### src/rtl/channel_capture_bank.sv
// Eight-slot capture bank: channels are written individually and later
// drained in ascending channel order through a valid/ready read port.
module channel_capture_bank #(
    parameter int unsigned DATA_W = 16
) (
    input  logic              i_clk,
    input  logic              i_rst,
    input  logic              i_wr_valid,
    input  logic [2:0]        i_wr_sel,
    input  logic [DATA_W-1:0] i_wr_data,
    output logic              o_wr_ready,
    input  logic              i_drain,
    output logic              o_rd_valid,
    input  logic              i_rd_ready,
    output logic [DATA_W-1:0] o_rd_data,
    output logic [2:0]        o_rd_ch,
    output logic [7:0]        o_occ_mask,
    output logic              o_overwrite,
    output logic              o_done
);

    typedef enum logic [1:0] {
        IDLE,
        SCAN,
        OUT
    } state_t;

    state_t            state;
    state_t            state_nxt;
    logic [2:0]        ptr;
    logic [2:0]        ptr_nxt;
    logic [DATA_W-1:0] slot [8];
    logic [7:0]        occ;
    logic              wr_fire;
    logic              rd_fire;
    logic              load_word;
    logic              done_nxt;

    assign o_wr_ready = (state == IDLE);
    assign o_rd_valid = (state == OUT);
    assign o_occ_mask = occ;
    assign wr_fire    = i_wr_valid && o_wr_ready;
    assign rd_fire    = (state == OUT) && i_rd_ready;

    // State and scan pointer registers.
    always_ff @(posedge i_clk or posedge i_rst) begin
        if (i_rst) begin
            state <= IDLE;
            ptr   <= '0;
        end else begin
            state <= state_nxt;
            ptr   <= ptr_nxt;
        end
    end

    // Sweep sequencing: one channel examined per SCAN cycle, stall in OUT until accepted.
    always_comb begin
        state_nxt = state;
        ptr_nxt   = ptr;
        load_word = 1'b0;
        done_nxt  = 1'b0;
        case (state)
            IDLE: begin
                if (i_drain) begin
                    state_nxt = SCAN;
                    ptr_nxt   = '0;
                end
            end
            SCAN: begin
                if (occ[ptr]) begin
                    load_word = 1'b1;
                    state_nxt = OUT;
                end else if (ptr == 3'd7) begin
                    state_nxt = IDLE;
                    done_nxt  = 1'b1;
                end else begin
                    ptr_nxt = ptr + 3'd1;
                end
            end
            OUT: begin
                if (i_rd_ready) begin
                    if (ptr == 3'd7) begin
                        state_nxt = IDLE;
                        done_nxt  = 1'b1;
                    end else begin
                        ptr_nxt   = ptr + 3'd1;
                        state_nxt = SCAN;
                    end
                end
            end
            default: begin
                state_nxt = IDLE;
                ptr_nxt   = '0;
            end
        endcase
    end

    // Slot storage, occupancy flags, presented word and status pulses.
    // Writes only land in IDLE and reads only retire in OUT, so the two
    // occupancy updates never target the same cycle.
    always_ff @(posedge i_clk or posedge i_rst) begin
        if (i_rst) begin
            for (int unsigned i = 0; i < 8; i++) begin
                slot[i] <= '0;
            end
            occ         <= '0;
            o_rd_data   <= '0;
            o_rd_ch     <= '0;
            o_overwrite <= 1'b0;
            o_done      <= 1'b0;
        end else begin
            o_overwrite <= wr_fire && occ[i_wr_sel];
            o_done      <= done_nxt;
            if (wr_fire) begin
                slot[i_wr_sel] <= i_wr_data;
                occ[i_wr_sel]  <= 1'b1;
            end
            if (rd_fire) begin
                occ[ptr] <= 1'b0;
            end
            if (load_word) begin
                o_rd_data <= slot[ptr];
                o_rd_ch   <= ptr;
            end
        end
    end

endmodule

### config.mk
export PLATFORM = sky130hd
export DESIGN_NAME = channel_capture_bank
export DESIGN_NICKNAME = d
export VERILOG_FILES = /design/src/rtl/channel_capture_bank.sv
export SDC_FILE = /design/constraint.sdc
export NUM_CORES = 1
export LEC_CHECK = 0
export BUFFER_PORTS_ARGS = -buffer_cell sky130_fd_sc_hd__buf_2
export CORE_MARGIN = 2
export CORE_UTILIZATION = 40
export CTS_CLUSTER_SIZE = 10
export DETAILED_ROUTE_END_ITERATION = 8
export PLACE_DENSITY = 0.57
export SLEW_MARGIN = 20
export SYNTH_ARGS = -nofsm -noshare
export SYNTH_HDL_FRONTEND = slang
export SYNTH_SLANG_ARGS = --single-unit
### constraint.sdc
create_clock -name i_clk -period 5 [get_ports i_clk]
set_input_delay 0.5 -clock i_clk [delete_from_list [all_inputs] [get_ports i_clk]]
set_output_delay 0.5 -clock i_clk [all_outputs]
set_load 0.05 [all_outputs]
==> results of run 1 <==
==> final timing paths <==
kind	from	end	slack, ns	cells past startpoint
worst max-delay path	ptr[2]	o_rd_data[14]	2.07	4
worst min-delay path	i_rst	o_overwrite	0.14	2
worst max register to register	ptr[2]	o_rd_data[14]	2.07	4
worst min register to register	o_rd_data[6]	o_rd_data[6]	0.47	2
max in group asynchronous	i_rst	slot[71]	3.74	3
min in group i_clk	i_wr_valid	o_overwrite	0.33	3
==> registers in the layout, indices dropped and copies added (netlist names) <==
signal and cells:
o_done 1, o_occ_mask 8, o_overwrite 1, o_rd_ch 3, o_rd_data 16, ptr 3
slot 128, state 2
==> cells in the final DEF (no fill, tap or decap), types with 2 or more instances in the layout <==
cell,instances
dfrtp_1,160
mux2_2,143
buf_2,54
o21ai_0,29
mux2i_1,21
nand2_1,19
a22oi_1,17
clkbuf_16,17
a21oi_1,14
a221oi_1,14
buf_4,12
a31oi_1,10
nor2_1,9
mux2_4,9
a22o_1,9
inv_1,8
o22ai_1,8
ha_1,6
nand3_1,5
o22a_1,5
clkinv_2,5
nor2_2,4
nand2b_1,3
clkinvlp_4,3
or3_1,2
mux4_2,2
inv_6,2
nor2b_1,2
a32o_1,2
bufinv_16,2
==> cell usage after synthesis (2+ instances only) <==
| library cell | n |
|---|---|
| a31oi_1 | 10 |
| nor2_1 | 10 |
| ha_1 | 6 |
| clkbuf_1 | 15 |
| a22oi_1 | 17 |
| or3_1 | 2 |
| inv_1 | 9 |
| nor2b_1 | 2 |
| mux4_2 | 2 |
| buf_4 | 3 |
| nor2_2 | 3 |
| a221oi_1 | 14 |
| nand3_1 | 5 |
| o22ai_1 | 8 |
| mux2i_1 | 21 |
| o21ai_0 | 29 |
| mux2_4 | 9 |
| a32o_1 | 2 |
| buf_6 | 3 |
| nand2b_1 | 3 |
| buf_2 | 11 |
| dfrtp_1 | 162 |
| mux2_2 | 143 |
| nand2_1 | 19 |
| a21oi_1 | 14 |
| a22o_1 | 9 |
| o22a_1 | 5 |
| buf_1 | 2 |
==> layout make-up <==
| cell class | count | area, µm² |
|---|---|---|
| fillers | 1618 | 9630 |
| flip-flops and latches | 162 | 4060 |
| multi-input cells | 345 | 3100 |
| clock buffers | 17 | 425 |
| repair buffers | 66 | 360 |
| well taps | 229 | 287 |
| clock inverters | 11 | 116 |
| inverters | 10 | 42.5 |
| diodes | 1 | 2.50 |
==> power by group through the flow <==
stage               clock network (µW)  registers (µW)  logic (µW)
finish                            1230            2400        2150
CTS                               1250            2400        2180
detailed placement                   0            2420        2160
global route                      1320            2490        2340
global placement                     0            2380        2100
floorplan                            0            2540        1490
==> kinds of logic after synthesis <==
kind of cell,count (synthesis)
and+or+nand+nor,51
DFF,162
adders and majority gates,6
AOI/OAI and AO/OA,113
buffers and inverters,45
muxes,175
==> metal layers <==
layer  vias up  wire [µm]  GRT usage
met5         -          0          0
met4         0        402     0.0668
met3        27        783     0.0478
met2       123       8220      0.290
met1      2500       8160      0.257
li1       2144          -          -
==> per-stage QoR <==
stage | area (µm²) | worst slack [ns] | hold slack, ns | utilization | std cells
finish | 8390 | 2.07 | 0.144 | 0.466 | 841
global route | 8390 | 1.84 | 0.201 | 0.466 | 841
CTS | 8390 | 1.88 | 0.186 | 0.465 | 840
detailed placement | 7850 | 1.89 | 0.466 | 0.435 | 812
global placement | 7850 | 1.99 | 0.468 | 0.435 | 812
floorplan | 7380 | 0.123 | 0.475 | - | 552
==> impl_metrics.ini, run 1 <==
[outcome]
status = complete, no violations

[worst_setup_path]
critical_path_buf_inv_count = 0
critical_path_class = reg -> reg
worstSetupEndpointType = register
cp_slowest_cell = dfrtp_2
path_cells = mux2_2 > a2bb2oi_2 > nand4_2 > mux2_2
max_stage_delay_ns = 0.92
path_delay_family = flip-flops
crit_fanout = 35
startpoint_type = register
required_ns = 5.30
crit_arrival_ns = 3.23
cpMostUsedCell = mux2_2

[power]
p_sw_frac = 0.369
p_clk_frac = 0.212
power.total_uw = 5780
p_leak_uw = 0.00367
internal_power_uw = 3650
p_sw_uw = 2130
vdd_drop_max_v = 0.000426
seqPwrFrac = 0.416
power_density_nw_per_um2 = 689
pwr-share-comb = 0.372

[cts]
cts_buffer_depth = 2
cts_tree = done
cts_sinks = 162
htreeDepth = 4
cts_made_buffers = 17
cts-resized-gates = 0
cts_root_buffer = clkbuf_16
clk-insertion-delay-late_ns = 0.42
clk_pin_slew_ns = 0.06
post_cts_buffers = 0
postCtsHoldBufs = 0

[grt]
grt_use_total = 0.188
grt_max_degree = 68
antenna_found_initial = 1
grt_pass1_vias = 5096
overflow = 0
grt_pass1_wl_mm = 28.4

[placed_design]
gp_congestion = 0.748
dpl.hpwl_mm = 10.6
io_buffers = 54

[logic_synthesis]
syn_area_um2 = 7380
synthXorXnorAreaFrac = 0
synth_ff_type = dfrtp_1
synth_top_family_by_area = multiplexers
avgSynthCellArea_um2 = 13.4
yosysWarningCount = 0
synth.distinct_cells = 42
syn_inst = 552
synth-adder-area-share = 0.0102
synth_edf_count = 0
synth_seq_cells = 162
synthSimpleGateAreaFrac = 0.0337
ys_async_sr_fraction = 1.00
ys_seq_area_frac = 0.549
synth_compound_area_frac = 0.105
synth.area.mux_share = 0.271
synth_top_cell_by_area = dfrtp_1
syn-num-nets = 582
synth_area_leaders = dfrtp_1, mux2_2, mux2i_1
synth_top_area_share = 0.549

[die]
io_pins = 55
start_util = 0.410
dieWidth_um = 140
std_cell_rows = 49
dieArea_um2 = 19600
core_area_um2 = 18000
die_h_um = 140

[detailed_routing]
dr.pass1.iters = 5
num_vias = 4794
drt_iter0_drc = 261
routedWlPerCell_um = 20.9
viasPerCell = 5.70
wl_mm = 17.6
final_antenna_net_count = 0
drcViolationCount = 0

[sta]
setup_violations = 0
slew_headroom = 0.302
finalHoldViolations = 0
tightestPinTransition_ns = 1.05
drv_slew = 0
tns_ns = 0
fmax_ghz = 0.341
min_period_ns = 2.93
skew_ns = 0.00929
rsz0062_at_grt = false
finalCritPeriodShare = 0.587

[min_path]
hold_path_class = in -> async

[cells_and_area]
syn2layout_area_growth_pct = 13.7
fin_nets = 632
drive_above_1_share = 0.422

[run]
drv_cap = 0
No activity file was read; power rests on OpenSTA's default activity.
==> inputs of run 2 (changes only) <==
- ABC_AREA: unset -> 1
- PLACE_DENSITY: 0.57 -> 0.55
- clock period: 5 -> 2.87 ns (I/O delays scaled with it)
==> impl_metrics.ini, run 2 <==
[grt]
grt_max_degree = 66
grt_pass1_vias = 5687
grt_pass1_wl_mm = 31.8
antenna_found_initial = 0
grt_use_total = 0.211
overflow = 0

[logic_synthesis]
synth.distinct_cells = 32
syn_area_um2 = 7370
synth_ff_type = dfrtp_1
synth_top_cell_by_area = dfrtp_1
synth_edf_count = 0
synthSimpleGateAreaFrac = 0.166
ys_async_sr_fraction = 1.00
synth_seq_cells = 162
ys_seq_area_frac = 0.550
synth_area_leaders = dfrtp_1, nand2_1, o21ai_1
synth_most_common_cell = nand2_1
synth_common_cells = nand2_1, dfrtp_1, o21ai_1
syn_inst = 839
synth-adder-area-share = 0.0102
syn-num-nets = 869
synth_top_family_by_area = compound AO/OA/AOI/OAI gates
synth_compound_area_frac = 0.192
avgSynthCellArea_um2 = 8.78
synthXorXnorAreaFrac = 0
synth.area.mux_share = 0
synth_top_area_share = 0.550
yosysWarningCount = 0

[cts]
cts_sinks = 162
cts_made_buffers = 17
cts_buffer_depth = 2
postCtsHoldBufs = 1
clk-insertion-delay-late_ns = 0.43
post_cts_buffers = 0
cts_root_buffer = clkbuf_16
htreeDepth = 4
cts_tree = done
cts-resized-gates = 0
clk_pin_slew_ns = 0.07

[power]
p_clk_frac = 0.237
p_leak_uw = 0.00407
p_sw_uw = 3840
internal_power_uw = 5860
power.total_uw = 9700
p_sw_frac = 0.396
vdd_drop_max_v = 0.000525
pwr-share-comb = 0.351
seqPwrFrac = 0.412
power_density_nw_per_um2 = 1150

[sta]
finalHoldViolations = 0
rsz0062_at_grt = false
worst_hold_slack_ns = 0.123
skew_ns = 0.0138
tightestPinTransition_ns = 0.694
setup_violations = 0
fin_ws_ns = 0.705
slew_headroom = 0.537
fmax_ghz = 0.462
tns_ns = 0
drv_slew = 0
finalCritPeriodShare = 0.754
min_period_ns = 2.16

[detailed_routing]
viasPerCell = 5.17
dr.pass1.iters = 6
wl_mm = 19.5
num_vias = 5787
drt_iter0_drc = 437
met2WireLength_mm = 9.03
final_antenna_net_count = 0
top_layer_used = met4
drcViolationCount = 0
wl_met1_mm = 9.26
routedWlPerCell_um = 17.4
met3_length_um = 786

[worst_setup_path]
critical_path_class = reg -> reg
startpoint_type = register
crit_arrival_ns = 2.47
crit_fanout = 60
required_ns = 3.18
worstSetupEndpointType = register

[cells_and_area]
layout_common_cells = nand2_1, dfrtp_1, o21ai_1, inv_1, buf_2
fin_nets = 910
syn2layout_area_growth_pct = 14.0
final_common_cell = nand2_1
drive_above_1_share = 0.150
fin_cells = 1120
largest_reg_flops = 128
largest-register = slot
n_antenna_cell = 0

[placed_design]
dpl.hpwl_mm = 12.6
dp.cells = 1089
io_buffers = 54
gp_congestion = 0.766
pre_cts_ws_ns = 0.751

[outcome]
status = complete, no violations

[run]
drv_cap = 0

[die]
io_pins = 55
core_area_um2 = 18000
dieArea_um2 = 19500
start_util = 0.409
dieWidth_um = 140
std_cell_rows = 49
die_h_um = 140

[min_path]
hold_path_class = in -> reg
run 2: worst paths after layout:
check,from,to,slack [ns],depth (start not counted)
setup reg to reg,ptr[0],o_rd_data[8],0.71,6
max in group asynchronous,i_rst,slot[110],1.45,5
min in group asynchronous,i_rst,o_done,0.43,3
hold / removal,i_wr_data[10],slot[10],0.12,3
hold reg to reg,o_rd_data[3],o_rd_data[3],0.48,2
setup / recovery,ptr[0],o_rd_data[8],0.71,6
run 2: critical path, cell delays in order (launching register included):
cell      delay, ns
dfrtp_2        0.82
buf_4          0.58
nand2_1        0.12
o211ai_1       0.13
o211ai_1       0.13
o21ai_2        0.15
nand2_1        0.06
run 2: area by class of cell:
cell class	instances	area [µm²]
well taps	229	287
multi-input cells	542	2710
clock buffers	24	482
flip-flops and latches	162	4060
inverters	90	354
fillers	1747	9620
repair buffers	67	408
clock inverters	6	105
run 2: stage by stage:
stage	area, µm²	util
CTS	8400	0.466
global placement	7810	0.433
floorplan	7370	-
detailed placement	7810	0.433
global route	8400	0.466
finish	8400	0.466
run 2: logic make-up (layout without fill, tap and decap cells):
| group | Yosys count | after routing |
|---|---|---|
| buffers and inverters | 135 | 187 |
| AND/OR/NAND/NOR | 295 | 295 |
| adder cells (fa/ha/maj) | 6 | 6 |
| AO/OA/AOI/OAI | 241 | 241 |
| flip-flops | 162 | 162 |
run 2: routing by layer:
metal / up-vias / global-route usage
li1: 2841 / -
met5: - / 0
met1: 2773 / 0.296
met3: 26 / 0.0399
met2: 147 / 0.328
met4: 0 / 0.0737
run 2: power groups by stage:
stage | combinational (µW) | clock (µW) | sequential [µW]
global route | 3830 | 2440 | 4110
finish | 3400 | 2300 | 4000
floorplan | 2320 | 0 | 4280
global placement | 3380 | 0 | 4010
CTS | 3450 | 2340 | 3990
detailed placement | 3440 | 0 | 4020
